File: src/rtl/hs_rate_monitor_pkg.sv
// Shared constants for the handshake rate monitor: state encoding,
// PIO word width, saturating counter width and window length derivation.
package hs_rate_monitor_pkg;

   localparam int PIO_W = 32;
   localparam int SAT_W = 32;
   localparam int N_CNT = 5;

   localparam logic [0:0] ST_IDLE  = 1'b0;
   localparam logic [0:0] ST_COUNT = 1'b1;

   // Window length in clocks; never shorter than one cycle.
   function automatic int window_cycles(input int clock_freq, input int window_freq);
      int wc;
      wc = clock_freq / window_freq;
      if (wc < 1) wc = 1;
      return wc;
   endfunction

endpackage

File: src/rtl/hs_rate_monitor_sat_counter32.sv
// Saturating event accumulator. load_zero restarts the count at the window
// boundary; count_inc is the value including this cycle's event, which the
// parent publishes on the terminal cycle so no beat is lost across windows.
module sat_counter32
   import hs_rate_monitor_pkg::*;
#(
   parameter int W = SAT_W
) (
   input  logic         clk,
   input  logic         rst,
   input  logic         clear,
   input  logic         load_zero,
   input  logic         inc,
   output logic [W-1:0] count,
   output logic [W-1:0] count_inc
);

   logic [W-1:0] r_count;
   logic         w_full;

   assign w_full    = &r_count;
   assign count_inc = (inc && !w_full) ? r_count + W'(1) : r_count;
   assign count     = r_count;

   // Accumulate, saturating at all-ones; clear or window restart zeroes it.
   always_ff @(posedge clk or posedge rst) begin
      if (rst) begin
         r_count <= '0;
      end else if (clear || load_zero) begin
         r_count <= '0;
      end else begin
         r_count <= count_inc;
      end
   end

endmodule

File: src/rtl/hs_rate_monitor.sv
// Handshake rate monitor: counts transfer beats, stalls and backpressure
// per fixed window and publishes them as 32-bit PIO words with a strobe.
module hs_rate_monitor
   import hs_rate_monitor_pkg::*;
#(
   parameter int CLOCK_FREQ  = 50_000_000,
   parameter int WINDOW_FREQ = 1,
   parameter int LEVELS      = 7
) (
   input  logic              clk,
   input  logic              rst,
   input  logic              enable,
   input  logic              clear,
   input  logic              hog_input_valid,
   input  logic              hog_input_ready,
   input  logic [LEVELS-1:0] hog_out_valid,
   input  logic [LEVELS-1:0] hog_out_ready,
   input  logic              switch_out_valid,
   input  logic              switch_out_ready,
   output logic [PIO_W-1:0]  in_beats_pio,
   output logic [PIO_W-1:0]  in_stall_pio,
   output logic [PIO_W-1:0]  out_beats_pio,
   output logic [PIO_W-1:0]  out_bp_pio,
   output logic [PIO_W-1:0]  switch_beats_pio,
   output logic [PIO_W-1:0]  window_id_pio,
   output logic              snap_pulse,
   output logic [0:0]        dbg_state
);

   // Handshake rule observed on every tap: a beat is a cycle with valid and
   // ready both high; valid without ready is a stall/backpressure cycle.

   localparam int               WINDOW_CYCLES = window_cycles(CLOCK_FREQ, WINDOW_FREQ);
   localparam logic [PIO_W-1:0] TERM_CNT      = PIO_W'(WINDOW_CYCLES - 1);

   logic [0:0]       r_state;
   logic [0:0]       w_state_nxt;
   logic [PIO_W-1:0] r_win_cnt;
   logic [PIO_W-1:0] r_pio [N_CNT];
   logic [PIO_W-1:0] r_window_id;
   logic             r_snap;
   logic [N_CNT-1:0] w_event;
   logic [PIO_W-1:0] w_acc     [N_CNT];
   logic [PIO_W-1:0] w_acc_inc [N_CNT];
   logic             w_count_en;
   logic             w_terminal;

   assign w_event = {switch_out_valid & switch_out_ready,
                     |(hog_out_valid & ~hog_out_ready),
                     hog_out_valid[LEVELS-1] & hog_out_ready[LEVELS-1],
                     hog_input_valid & ~hog_input_ready,
                     hog_input_valid & hog_input_ready};

   assign w_count_en = (r_state == ST_COUNT);
   assign w_terminal = w_count_en && (r_win_cnt == TERM_CNT);

   for (genvar g = 0; g < N_CNT; g++) begin : g_cnt
      sat_counter32 #(.W(PIO_W)) u_cnt (
         .clk       (clk),
         .rst       (rst),
         .clear     (clear),
         .load_zero (w_terminal),
         .inc       (w_event[g] & w_count_en),
         .count     (w_acc[g]),
         .count_inc (w_acc_inc[g])
      );
   end

   // Next state: clear always parks in IDLE; enable moves between states.
   always_comb begin
      w_state_nxt = r_state;
      if (clear) begin
         w_state_nxt = ST_IDLE;
      end else if (r_state == ST_IDLE) begin
         if (enable) w_state_nxt = ST_COUNT;
      end else begin
         if (!enable) w_state_nxt = ST_IDLE;
      end
   end

   // State register and window position; the position is held while idle.
   always_ff @(posedge clk or posedge rst) begin
      if (rst) begin
         r_state   <= ST_IDLE;
         r_win_cnt <= '0;
      end else begin
         r_state <= w_state_nxt;
         if (clear || w_terminal) begin
            r_win_cnt <= '0;
         end else if (w_count_en) begin
            r_win_cnt <= r_win_cnt + PIO_W'(1);
         end
      end
   end

   // Publish registers: load on the terminal cycle, strobe one cycle later.
   always_ff @(posedge clk or posedge rst) begin
      if (rst) begin
         for (int i = 0; i < N_CNT; i++) r_pio[i] <= '0;
         r_window_id <= '0;
         r_snap      <= 1'b0;
      end else if (clear) begin
         for (int i = 0; i < N_CNT; i++) r_pio[i] <= '0;
         r_window_id <= '0;
         r_snap      <= 1'b0;
      end else begin
         r_snap <= w_terminal;
         if (w_terminal) begin
            for (int i = 0; i < N_CNT; i++) r_pio[i] <= w_acc_inc[i];
            r_window_id <= r_window_id + PIO_W'(1);
         end
      end
   end

   assign in_beats_pio     = r_pio[0];
   assign in_stall_pio     = r_pio[1];
   assign out_beats_pio    = r_pio[2];
   assign out_bp_pio       = r_pio[3];
   assign switch_beats_pio = r_pio[4];
   assign window_id_pio    = r_window_id;
   assign snap_pulse       = r_snap;
   assign dbg_state        = r_state;

endmodule
File: config.mk
export PLATFORM = sky130hd
export DESIGN_NAME = hs_rate_monitor
export DESIGN_NICKNAME = d
export VERILOG_FILES = /design/src/rtl/hs_rate_monitor_pkg.sv /design/src/rtl/hs_rate_monitor_sat_counter32.sv /design/src/rtl/hs_rate_monitor.sv
export SDC_FILE = /design/constraint.sdc
export NUM_CORES = 1
export LEC_CHECK = 0
export ABC_AREA = 1
export BUFFER_PORTS_ARGS = -buffer_cell sky130_fd_sc_hd__buf_4
export CELL_PAD_IN_SITES_DETAIL_PLACEMENT = 1
export CELL_PAD_IN_SITES_GLOBAL_PLACEMENT = 1
export CORE_UTILIZATION = 43
export DETAILED_ROUTE_END_ITERATION = 16
export HOLD_SLACK_MARGIN = 0.15
export PLACE_DENSITY = 0.86
export SETUP_SLACK_MARGIN = 0.5
export SYNTH_ARGS = -nofsm -noshare
export SYNTH_HDL_FRONTEND = slang
export SYNTH_SLANG_ARGS = --single-unit
export TNS_END_PERCENT = 50
File: constraint.sdc
create_clock -name clk -period 14.8 [get_ports clk]
set_clock_uncertainty 0.15 [all_clocks]
set_input_delay 1.48 -clock clk [delete_from_list [all_inputs] [get_ports clk]]
set_output_delay 1.48 -clock clk [all_outputs]
set_load 0.02 [all_outputs]
==> key figures <==
GRT
  – First-pass GRT wire length: 115 mm
  – Overall Global Routing Usage: 0.278
  – Global Route met1 Usage: 0.357
  – Met2 Use GR: 0.480
  – Gr busiest metal: met2
  – Total global routing overflow: 0
  – Largest net degree at the start of global routing: 158
  – Vias in the first global route: 23045
  – Initial antenna violation count: 0
  – Met3 global-route usage: 0.0388

Logic synthesis
  – Cell count after synthesis: 3261
  – Largest family of logic cells by synthesized area: simple AND/OR/NAND/NOR gates
  – Syn. warnings: 0
  – #FFs+latches synth: 386
  – Syn_area_per_cell: around 6.7 sq um
  – Post-synthesis sequential area ratio: 0.444
  – Adder-Cell Fraction of Synth Area: 0.00402
  – Synth Area in XOR/XNOR: 0.0201
  – Simple-gate share of the synthesized area: 0.443
  – Complex-gate fraction of the synthesized area: 0.0133
  – Mapped cell area: 21800 sq um
  – Mux contribution to synthesized area: 0
  – Synth cell types: 32
  – Post-synthesis net count: between 3000 and 4000

CTS
  – Hold buffers post-CTS: 0
  – CTS resizes: 0
  – CTS clk-pin slew, worst paths: 0.06 ns
  – Clk sink count: ~390
  – Post-CTS Setup Inserts: 0
  – CTS tree: done
  – Htree depth: 2
  – CTS max path bufs: 3
  – CTS Root Cell: clkbuf_16
  – CTS buffer count: 44
  – Worst skew pair latency: just under 0.6 ns

Routing
  – Routed wire per std cell: 17.1 um
  – Vias: 21730
  – 1st-pass router iterations: 5
  – Initial DRC count: 1209
  – Residual DRC count: 0
  – Routed WL: 70.8 mm
  – Vias per Instance: 5.25
  – DRT antenna net count: 0

Finish
  – Final Util: 0.507
  – NumNets Final: ~3500
  – Layout area overhead: 16.6%
  – Number of inserted diodes: 0
  – Layout cells sized above 1: 0.0926

Placed design
  – Routability cong.: 0.953
  – Hpwl dp: 49.9 mm
  – Port Buffer Count: 215
  – Pre-CTS setup slack: between 9 and 10 ns

STA
  – Fin worst setup slack: 10.07 ns
  – Endpoints failing setup: 0
  – Max Clock Freq: roughly 210 MHz
  – Slew headroom: 0.230
  – RSZ-0062 raised after global routing: false
  – Slew Viols, Final: 0
  – Final Hold Fails: 0
  – Fraction of the cycle the final worst path needs: 0.320
  – Post-layout min period: 4.73 ns
  – Worst Max-Slew Pin Slew: about 1.2 ns
  – TNS Setup: 0 ns

Power
  – Sw frac: 0.237
  – Overall power: about 2400 uW
  – Sw Pwr: roughly 560 uW
  – PD cells: 93.1 nW/um^2
  – Sequential Power Share: 0.457
  – Clock group share of total power: 0.495
  – Worst IR drop on VDD: 0.0609 mV
  – Leakage dissipation: 0.0125 uW
  – Comb pwr share: 0.048
  – Int Pwr: roughly 1800 uW

Setup path
  – Critical Path Fanout Max: between 80 and 90
  – Crit path max-delay family: buffers and inverters
  – Crit path kind: input pin to flop
  – Crit end category: flop
  – Worst EP arrival: 5.00 ns
  – Critical Path Slowest Stage Cell: buf_4
  – Crit path top cell by count: buf_4
  – Crit path largest cell delay: 0.90 ns
  – Critical Path RT: 15.07 ns
  – CP bufs+invs: 4
  – Crit path launch type: input pin
  – Crit path cell chain: buf_4 > clkinv_1 > o21ai_4 > buf_4 > buf_4 > nor2_1

Floorplanning
  – Chip width: 227 um
  – # IOs: 216
  – Die Y: 227 um
  – # rows: 82
  – Die area: between 50000 and 60000 sq um
  – Core ar.: between 50000 and 60000 sq um
  – Initial Util: 0.435

Job
  – Maxcap violations: 0

Min path
  – Hold Path Class: flop to flop

Run status
  – Status: complete, no violations
## sequential cells by signal, summed over array words and instances (netlist names)
| name | flops |
|---|---|
| switch_beats_pio | 32 |
| out_bp_pio | 32 |
| snap_pulse | 1 |
| r_win_cnt | 32 |
| dbg_state | 1 |
| in_beats_pio | 32 |
| out_beats_pio | 32 |
| window_id_pio | 32 |
| in_stall_pio | 32 |
| g_cnt.u_cnt.count | 160 |
## cells in the mapped netlist (all sizes together)
| cell type | n | area share |
|---|---|---|
| o21bai | 2 | 0.00069 |
| nor4 | 2 | 0.00057 |
| nand3b | 11 | 0.0038 |
| clkbuf | 19 | 0.0033 |
| and2 | 1 | 0.00029 |
| nor3b | 3 | 0.0010 |
| a21o | 2 | 0.00069 |
| nor3 | 33 | 0.0078 |
| clkinv | 1 | 0.00017 |
| ha | 7 | 0.0040 |
| nand4 | 53 | 0.015 |
| a21oi | 24 | 0.0055 |
| xnor2 | 12 | 0.0048 |
| nor2 | 553 | 0.096 |
| dfrtp | 386 | 0.44 |
| o21ai | 24 | 0.0055 |
| nand3 | 377 | 0.087 |
| inv | 298 | 0.051 |
| buf | 79 | 0.021 |
| o21a | 1 | 0.00035 |
| a31oi | 2 | 0.00057 |
| xor2 | 38 | 0.015 |
| nand2 | 1333 | 0.23 |
## cells in the final DEF, fill, tap and decap left out, types with 12 or more instances in the layout
cell type  netlist  routed
clkbuf_16        0      45
inv_1          297     296
xor2_1          38      38
buf_4            5     227
nand2_1       1329    1329
xnor2_1         12      12
a21oi_1         24      24
nor3_1          32      30
nor2_1         545     543
dfrtp_1        386     386
o21ai_0         23      23
nand4_1         53      53
nand3_1        374     373
## area by class of cell
cell class / instances / area, sq um
fillers: 6754 / 24700
flip-flops and latches: 386 / 9660
inverters: 299 / 1130
well taps: 672 / 841
clock inverters: 14 / 229
repair buffers: 228 / 1720
multi-input cells: 2478 / 10500
clock buffers: 63 / 1290
## power groups by stage
stage	clock network (uW)	logic, uW	registers (uW)
final	1170	113	1080
after floorplan	0	80.1	1100
after CTS	1190	115	1080
after global placement	0	107	1100
after global routing	1230	129	1080
after detailed placement	0	114	1100
## cell families after synthesis
logic type,count (synthesis)
simple gates,2366
fa+ha+maj,7
flops,386
xor+xnor,50
compound gates,55
buf+inv,397
## routing by layer
layer  vias up  part of all wire
met2       441              0.49
met5         -                 0
met3       135             0.044
met1     10682              0.44
met4         0             0.029
li1      10472                 -
## worst min-delay path, stage by stage (launching register included)
cell and delay, ns:
dfrtp_1 0.34, nand2_1 0.05, nand2_1 0.05
## per-stage QoR
stage                     hold slack (ns)  instances  area [sq um]
after floorplan                     0.334       3261         21800
after global placement              0.315       4063         23800
after detailed placement            0.317       4063         23800
after CTS                           0.334       4140         25400
after global routing                0.354       4140         25400
final                               0.327       4140         25400
## worst paths after layout
path	slack, ns	from	endpoint	depth (start not counted)
max	10.07	clear	g_cnt[3].u_cnt.count[31]$_DFF_PP0_	6
min in group asynchronous	0.90	rst	out_bp_pio[4]$_DFFE_PP0P_	2
min	0.33	out_beats_pio[19]$_DFFE_PP0P_	out_beats_pio[19]$_DFFE_PP0P_	2
min reg2reg	0.33	out_beats_pio[19]$_DFFE_PP0P_	out_beats_pio[19]$_DFFE_PP0P_	2
max in group asynchronous	11.53	rst	g_cnt[0].u_cnt.count[14]$_DFF_PP0_	4
max reg2reg	10.24	dbg_state$_DFF_PP0_	g_cnt[3].u_cnt.count[31]$_DFF_PP0_	8
Note: power is estimated with default switching activity, not from simulation.
